===== config.mk =====
export PLATFORM = sky130hd
export DESIGN_NAME = cpu_writeback_flat
export DESIGN_NICKNAME = d
export VERILOG_FILES = /design/src/rtl/cpu_writeback_if.sv /design/src/rtl/cpu_writeback.sv /design/src/flat_wrapper.sv
export SDC_FILE = /design/constraint.sdc
export NUM_CORES = 1
export LEC_CHECK = 0
export CELL_PAD_IN_SITES_DETAIL_PLACEMENT = 0
export CELL_PAD_IN_SITES_GLOBAL_PLACEMENT = 1
export CORE_MARGIN = 2
export CORE_UTILIZATION = 50
export DETAILED_ROUTE_END_ITERATION = 7
export PLACE_DENSITY_LB_ADDON = 0.1
export REMOVE_ABC_BUFFERS = 1
export SYNTH_ARGS = -nofsm -noshare
export SYNTH_HDL_FRONTEND = slang
export SYNTH_SLANG_ARGS = --single-unit
export TNS_END_PERCENT = 30

===== constraint.sdc =====
create_clock -name clk -period 12.4 [get_ports clk]
set_input_delay 2.48 -clock clk [delete_from_list [all_inputs] [get_ports clk]]
set_output_delay 2.48 -clock clk [all_outputs]
set_load 0.05 [all_outputs]

===== src/rtl/cpu_writeback_if.sv =====
// Writeback handshake bundle between the ALU (master) and the writeback stage (slave).
// A result transfers on a rising edge where wb_valid && wb_ready; the master holds payload until then.
interface cpu_writeback_if;
  logic        wb_valid;
  logic        wb_ready;
  logic [5:0]  encoded_opcode;
  logic [2:0]  reg_write_addr;
  logic [15:0] aluout1;
  logic [15:0] aluout2;
  logic [7:0]  statusregin;
  logic        wb_done;

  modport master (
    output wb_valid, encoded_opcode, reg_write_addr, aluout1, aluout2, statusregin,
    input  wb_ready, wb_done
  );

  modport slave (
    input  wb_valid, encoded_opcode, reg_write_addr, aluout1, aluout2, statusregin,
    output wb_ready, wb_done
  );
endinterface


===== src/rtl/cpu_writeback.sv =====
// Writeback stage: commits ALU results to the 8x16 register file, maintains the status
// register, sequences the two-word MUL result, and serves two combinational read ports.
module cpu_writeback (
  input  logic              clk,
  input  logic              reset,
  cpu_writeback_if.slave    wb,
  input  logic [2:0]        reg_read_addr,
  input  logic [2:0]        reg_read_addr2,
  output logic [15:0]       rs1data,
  output logic [15:0]       rs2data,
  output logic [7:0]        statusreg,
  output logic              state_dbg
);

  localparam logic [5:0] OP_MUL = 6'h21;

  typedef enum logic {IDLE = 1'b0, MUL_HI = 1'b1} state_t;

  state_t      state_q, state_d;
  logic [15:0] regs [8];
  logic [15:0] hi_word_q;
  logic [2:0]  hi_addr_q;
  logic [7:0]  status_q;
  logic        done_q, done_d;
  logic        accept;
  logic        wr_en, flag_en;
  logic        sc_en, sc_set;
  logic [2:0]  sc_bit;
  logic [5:0]  sc_off;
  logic        unused_bits;

  assign wb.wb_ready = (state_q == IDLE);
  assign wb.wb_done  = done_q;
  assign accept      = wb.wb_valid && wb.wb_ready;
  assign statusreg   = status_q;
  assign state_dbg   = state_q;

  // No write bypass: a read of the register being written shows the old value this cycle.
  assign rs1data = regs[reg_read_addr];
  assign rs2data = regs[reg_read_addr2];

  always_comb begin
    wr_en   = 1'b0;
    flag_en = 1'b0;
    case (wb.encoded_opcode) inside
      [6'h03:6'h05], 6'h0B, 6'h0C, [6'h0E:6'h10], 6'h17, 6'h18, 6'h22, OP_MUL:
        wr_en = 1'b1;
      [6'h06:6'h09], [6'h11:6'h14], [6'h1D:6'h1F]: begin
        wr_en   = 1'b1;
        flag_en = 1'b1;
      end
      6'h15, 6'h16, 6'h20:
        flag_en = 1'b1;
      default: ;
    endcase
  end

  // Set/clear opcodes come in pairs starting at 0x29: even offset sets, odd clears.
  assign sc_off      = wb.encoded_opcode - 6'h29;
  assign sc_en       = (wb.encoded_opcode >= 6'h29) && (wb.encoded_opcode <= 6'h36);
  assign sc_bit      = sc_off[3:1];
  assign sc_set      = ~sc_off[0];
  assign unused_bits = ^{wb.statusregin[7:3], sc_off[5:4]};

  always_comb begin
    state_d = state_q;
    done_d  = 1'b0;
    case (state_q)
      IDLE: begin
        if (accept) begin
          if (wb.encoded_opcode == OP_MUL) state_d = MUL_HI;
          else                             done_d  = 1'b1;
        end
      end
      MUL_HI: begin
        state_d = IDLE;
        done_d  = 1'b1;
      end
      default: state_d = IDLE;
    endcase
  end

  always_ff @(posedge clk or posedge reset) begin
    if (reset) begin
      state_q   <= IDLE;
      done_q    <= 1'b0;
      hi_word_q <= 16'h0000;
      hi_addr_q <= 3'd0;
      status_q  <= 8'h00;
      for (int i = 0; i < 8; i++) regs[i] <= 16'h0000;
    end else begin
      state_q <= state_d;
      done_q  <= done_d;
      if (state_q == MUL_HI) begin
        regs[hi_addr_q] <= hi_word_q;
      end else if (accept) begin
        if (wr_en) regs[wb.reg_write_addr] <= wb.aluout1;
        if (wb.encoded_opcode == OP_MUL) begin
          hi_word_q <= wb.aluout2;
          hi_addr_q <= wb.reg_write_addr + 3'd1;
        end
        // Bit 7 is never written, so it stays at its reset value of 0.
        if (flag_en)    status_q[2:0]    <= wb.statusregin[2:0];
        else if (sc_en) status_q[sc_bit] <= sc_set;
      end
    end
  end

endmodule


===== src/flat_wrapper.sv =====
// flat-port wrapper written by rule: the top's interface ports become plain ports
module cpu_writeback_flat 
  (clk, reset, reg_read_addr, reg_read_addr2, rs1data, rs2data, statusreg, state_dbg, wb_wb_valid, wb_encoded_opcode, wb_reg_write_addr, wb_aluout1, wb_aluout2, wb_statusregin, wb_wb_ready, wb_wb_done);
  cpu_writeback_if wb_i ();
  input  logic clk;
  input  logic reset;
  input  logic [2:0] reg_read_addr;
  input  logic [2:0] reg_read_addr2;
  output logic [15:0] rs1data;
  output logic [15:0] rs2data;
  output logic [7:0] statusreg;
  output logic state_dbg;
  input wire logic [$bits(wb_i.wb_valid)-1:0] wb_wb_valid;
  input wire logic [$bits(wb_i.encoded_opcode)-1:0] wb_encoded_opcode;
  input wire logic [$bits(wb_i.reg_write_addr)-1:0] wb_reg_write_addr;
  input wire logic [$bits(wb_i.aluout1)-1:0] wb_aluout1;
  input wire logic [$bits(wb_i.aluout2)-1:0] wb_aluout2;
  input wire logic [$bits(wb_i.statusregin)-1:0] wb_statusregin;
  output wire logic [$bits(wb_i.wb_ready)-1:0] wb_wb_ready;
  output wire logic [$bits(wb_i.wb_done)-1:0] wb_wb_done;
  assign wb_i.wb_valid = wb_wb_valid;
  assign wb_i.encoded_opcode = wb_encoded_opcode;
  assign wb_i.reg_write_addr = wb_reg_write_addr;
  assign wb_i.aluout1 = wb_aluout1;
  assign wb_i.aluout2 = wb_aluout2;
  assign wb_i.statusregin = wb_statusregin;
  assign wb_wb_ready = wb_i.wb_ready;
  assign wb_wb_done = wb_i.wb_done;
  cpu_writeback u_core (.clk(clk), .reset(reset), .wb(wb_i), .reg_read_addr(reg_read_addr), .reg_read_addr2(reg_read_addr2), .rs1data(rs1data), .rs2data(rs2data), .statusreg(statusreg), .state_dbg(state_dbg));
endmodule

## After elaboration in Yosys (flattened, before gate mapping)

Cells that the tools add are included.

- Register bits: 157
- Latch bits: 0
- RAM bits: 0
- Memory bits (read-only): 0
- Input bits: 58
- Output and inout port bits: 43
- Logic and storage cells: 103
- Memories: 0

- Add/sub/neg operators: 2
- Multiply operators: 0
- Div/mod/pow operators: 0
- Magnitude comparators: 20
- Eq/ne operators: 9
- Shift-type cells: 0
- Mux-type cells: 31
- Bitwise logic cells: 7
- Reduce and logical (&&, ||, !) cells: 20

Operators with widths:

| operator | number |
|---|---|
| 2-to-1 mux 128 bit | 3 |
| bitwise mux 128 bit | 2 |
| binary-select mux 16 bit (select 3 bit) | 2 |
| demux 16 bit (select 3 bit) | 2 |
| 2-to-1 mux 16 bit | 6 |
| equality test 6 x 5 -> 1 bit (second input constant) | 4 |
| equality test 6 bit (second input constant) | 3 |
| less-or-equal comparator 6 x 5 -> 1 bit (second input constant) | 3 |
| greater-or-equal comparator 4 bit (second input constant) | 4 |
| NOT 3 -> 4 bit | 4 |
| equality test 6 x 4 -> 1 bit (second input constant) | 2 |
| greater-or-equal comparator 6 x 5 -> 1 bit (second input constant) | 2 |
| logical AND 1 bit | 10 |
| 2-to-1 mux 1 bit | 10 |
| bitwise mux 8 bit | 1 |
| < comparator 4 x 1 -> 1 bit (second input constant) | 2 |
| OR reduction 8 bit | 1 |
| greater-or-equal comparator 6 x 2 -> 1 bit (second input constant) | 1 |
| greater-or-equal comparator 6 x 3 -> 1 bit (second input constant) | 1 |
| greater-or-equal comparator 6 x 4 -> 1 bit (second input constant) | 1 |
| greater-or-equal comparator 6 bit (second input constant) | 1 |
| less-or-equal comparator 6 x 3 -> 1 bit (second input constant) | 1 |
| less-or-equal comparator 6 x 4 -> 1 bit (second input constant) | 1 |
| less-or-equal comparator 6 bit (second input constant) | 1 |
| 13 further kinds | 21 |

## Longest topological paths before layout

- Depth after elaboration: 9
- Gate-level depth with buffers: 10
- Depth with buffers taken out: 8

## Worst setup path before layout

OpenSTA, ideal clock, no wires.

- Path kind: in2out
- Start point: input port reg_read_addr2[0]
- End point: output port rs2data[0]
- Data arrival time: 4.186 ns
- Data required time: 9.920 ns
- Path slack: 5.734 ns
- Stages: 4
- Buffers on the path: 2
- Cell sequence: clkbuf_1 buf_1 mux4_2 mux2_2

- Word-level cells in the longest chain between the ends: 4

RTL lines:

| item | RTL line | source |
|---|---|---|
| from (decl) | flat_wrapper.sv:8 | `input logic [2:0] reg_read_addr2;` |
| NOT 3 -> 4 bit (implied by the code) | cpu_writeback.sv:40 | `assign rs2data = regs[reg_read_addr2];` |
| binary-select mux 16 bit (select 3 bit) | cpu_writeback.sv:40 |  |
| 2-to-1 mux 16 bit (implied by the code) (2 in a row) | cpu_writeback.sv:40 |  |
| to (decl) | flat_wrapper.sv:10 | `output logic [15:0] rs2data;` |

No other way between the ends. The select of a mux whose other input is x is not followed.

## Worst setup path after layout

- Start point: input port reg_read_addr[1]
- End point: output port rs1data[12]

- Word-level cells in the longest chain between the ends: 4

RTL lines:

| item | RTL line | source |
|---|---|---|
| from (decl) | flat_wrapper.sv:7 | `input logic [2:0] reg_read_addr;` |
| NOT 3 -> 4 bit (implied by the code) | cpu_writeback.sv:39 | `assign rs1data = regs[reg_read_addr];` |
| binary-select mux 16 bit (select 3 bit) | cpu_writeback.sv:39 |  |
| 2-to-1 mux 16 bit (implied by the code) (2 in a row) | cpu_writeback.sv:39 |  |
| to (decl) | flat_wrapper.sv:9 | `output logic [15:0] rs1data;` |

No other way between the ends. The select of a mux whose other input is x is not followed.

==> impl_results.md <==
- Fin crit period: approximately 7.5 ns
- Ys Warns: 0
- Placed Cells: approximately 1.2k
- Core ar.: 0.0188 mm²
- Final Cell Area: 0.0113 mm²
- Clk sinks: 157
- Final setup fails: 0
- Net Sw Power: 0.669 mW
- Post-detail-place hpwl: 16.0 mm
- Initial antenna violation count: 0
- Clock share of power: 0.293
- FFs w/ async S/R, synth: 1.00
- Worst hold start: u_core.regs[33]
- Root Buffer Master: clkbuf_16
- Setup TNS: 0 ns
- CTS tree: built
- Worst-Margin Slew: 1.10 ns
- Slew headroom: 0.262
- Sequential share of power: 0.383
- Seq/Total Area, Yosys: 0.406
- CTS hold repair buffers: 0
- Finished Layout Cells: 1183
- Period utilisation layout: 0.606
- Vert. Die Dim: 143 µm
- Beginning of the critical path: reg_read_addr[1]
- Layout cell share with drive strength beyond 1: 0.194
- # nets final: ~980
- Clock slew at reported path FFs: 0.06 ns
- Via count: about 7.3k
- Die ar.: 0.0205 mm²
- Worst hold path type: reg -> reg
- H-tree lvl count: 4
- Max Slew Vio Count: 0
- Maximum vdd drop: 0.104 mV
- Final hold viol count: 0
- Pin count of the biggest net entering global routing: 90
- Area delta synth->final: 16.8%
- Register area: roughly 0.004 mm²
- Count of cell types in the netlist: 56
- Total congestion overflow: 0
- Vias per inst: 6.21
- CP Max Fanout: 32
- Post-Syn Area: around 0.0097 mm²
- TritonRoute pass-1 iters: 5
- EDFF count, synth: 0
- I/O pin count: 101
- Filler cells: around 1.6k
- DRC viols: 0
- Crit Path Class: in -> out
- DRT Wirelength: roughly 28 mm
- Rows: 50
- Sw Ratio: 0.335
- Max-cap violations: 0
- Worst EP required: 9.92 ns
- P_int: 1.33 mW
- DR iter-0 viols: 566
- Longest Clk Path Bufs: 2
- Worst path arrival time: just over 5 ns
- Die Wd: 143 µm
- Synth Flop Type: dfrtp_1
- CP Launch Type: input port
- Starting density of the core: 0.513
- Total CTS buffers: 17
- RSZ-0062 raised after global routing: no
- CP endpoint kind: primary output
- Reg2reg start: u_core.state_dbg
- Worst Clk Skew: 0.00771 ns
- Synth Register Bits: 157
- Post-cts resize count: 0
- Status: finished, final reports clean
- Finished Core Util: 0.600
- Buffers inserted by post-CTS timing repair: 0
- Peak Freq: ~130 MHz
- Wire per inst: 23.3 µm
- Vias in the first global route: about 7.6k
- Total track usage: 0.281
- Syn avg cell area: 11.1 µm²
- PortBufs: 95
- Final GP Congestion: around 0.8
- Clock Latency Late Sink: roughly 0.43 ns
- Lkg Pwr: 4.49 nW
- Logic pwr share: 0.325
- Syn Inst Count: about 870
- Global-route wire length before repair: roughly 43 mm
- Ant diodes: 0
- Routed Antenna Nets: 0
- Area after DPL: between 0.01 and 0.015 mm²
- Multi-input logic area: 0.00529 mm²
- Cell Pwr Density: 177 mW/mm²
[path summary, 6_finish.rpt]
check	to	slack, ns	cells past startpoint
min	u_core.regs[33]	0.50	1
min in group asynchronous	u_core.regs[104]	2.60	2
max in group asynchronous	u_core.regs[47]	8.33	3
min reg2reg	u_core.regs[33]	0.50	1
max reg2reg	u_core.regs[28]	9.77	4
max	rs1data[12]	4.88	5
[area by class of cell]
| cell class | instances | area share |
|---|---|---|
| Clock buffer | 18 | 0.0389 |
| Multi-Input combinational cell | 613 | 0.468 |
| Clock inverter | 14 | 0.0191 |
| Sequential cell | 157 | 0.348 |
| Tap cell | 260 | 0.0288 |
| Inverter | 12 | 0.00443 |
| Timing Repair Buffer | 109 | 0.0926 |
[layer usage]
metal  GRT usage  wire [µm]  part of all wire
met1       0.354      11100              0.40
met2       0.483      14100              0.51
met3      0.0516       1650             0.060
met4       0.108        714             0.026
met5           0          0                 0
[power groups by stage]
stage / Clock (mW) / Sequential (mW) / Combinational (mW)
3_5_place_dp: 0 / 0.765 / 0.649
5_1_grt: 0.619 / 0.779 / 0.689
6_report: 0.584 / 0.764 / 0.647
4_1_cts: 0.591 / 0.758 / 0.651
3_3_place_gp: 0 / 0.749 / 0.632
2_1_floorplan: 0 / 0.755 / 0.451
[cells in the mapped netlist, types with 2 or more instances]
library cell  number  area, µm²
buf_1             24       90.1
nand3_1           13       65.1
clkbuf_1          55        206
a22o_1            15        131
mux4_2            64       1440
nor2b_1            8       50.1
a221oi_1           3       26.3
o221ai_1           7       61.3
nand3b_1           2       15.0
ha_1               7       87.6
a21oi_4            7        114
a31oi_1            2       12.5
o2bb2ai_1          8       70.1
and3b_1            3       26.3
a21o_1            15        113
o2bb2ai_2         10        150
nor3b_1            3       22.5
buf_6              9        101
and3_1             2       12.5
mux2i_1           91        911
inv_1             11       41.3
o21ai_0            5       25.0
a21oi_1           94        470
nand2_1           73        274
nor3_1             3       15.0
mux2_2            37        417
dfrtp_1          157       3930
a22oi_1           16        120
nor2_1           102        383
[stage by stage]
| stage | power, mW | worst slack (ns) | hold WS (ns) |
|---|---|---|---|
| 5_1_grt | 2.09 | 4.85 | 0.523 |
| 6_report | 1.99 | 4.88 | 0.502 |
| 3_5_place_dp | 1.41 | 4.87 | 0.488 |
| 4_1_cts | 2.00 | 4.87 | 0.503 |
| 3_3_place_gp | 1.38 | 4.89 | 0.469 |
| 2_1_floorplan | 1.21 | 5.69 | 0.461 |
[cells by family after synthesis]
logic type                 after synthesis  synth area share
and+or+nand+nor                        220            0.0994
AOI/OAI and AO/OA                      192             0.148
muxes                                  192             0.286
DFF                                    157             0.406
buffers and inverters                  103            0.0487
adders and majority gates                7           0.00906
xor gates and xnor gates                 2           0.00181
[state kept, by name (all words and copies together) (netlist names)]
signal             flops
u_core.hi_word_q      16
u_core.hi_addr_q       3
u_core.statusreg       8
u_core.wb.wb_done      1
u_core.state_dbg       1
u_core.regs          128
[worst max-delay path: stages]
cell and delay [ns]:
clkdlybuf4s50_1 0.46, buf_4 0.48, mux4_2 0.57, mux2_2 0.32, clkdlybuf4s50_1 0.71
[placed cells by master (no fill, tap or decap), drive strengths merged, types with 8 or more instances in the layout]
cell type	netlist	final
nand2	74	74
clkdlybuf4s50	0	93
mux4	64	64
nor2	103	103
a21o	15	15
mux2	37	37
o2bb2ai	18	18
a22oi	16	16
nor2b	8	8
inv	11	12
nand3	13	13
mux2i	91	91
clkbuf	55	18
a22o	15	15
a21oi	101	101
dfrtp	157	157
buf	36	16
Note: power is estimated with default switching activity, not from simulation.
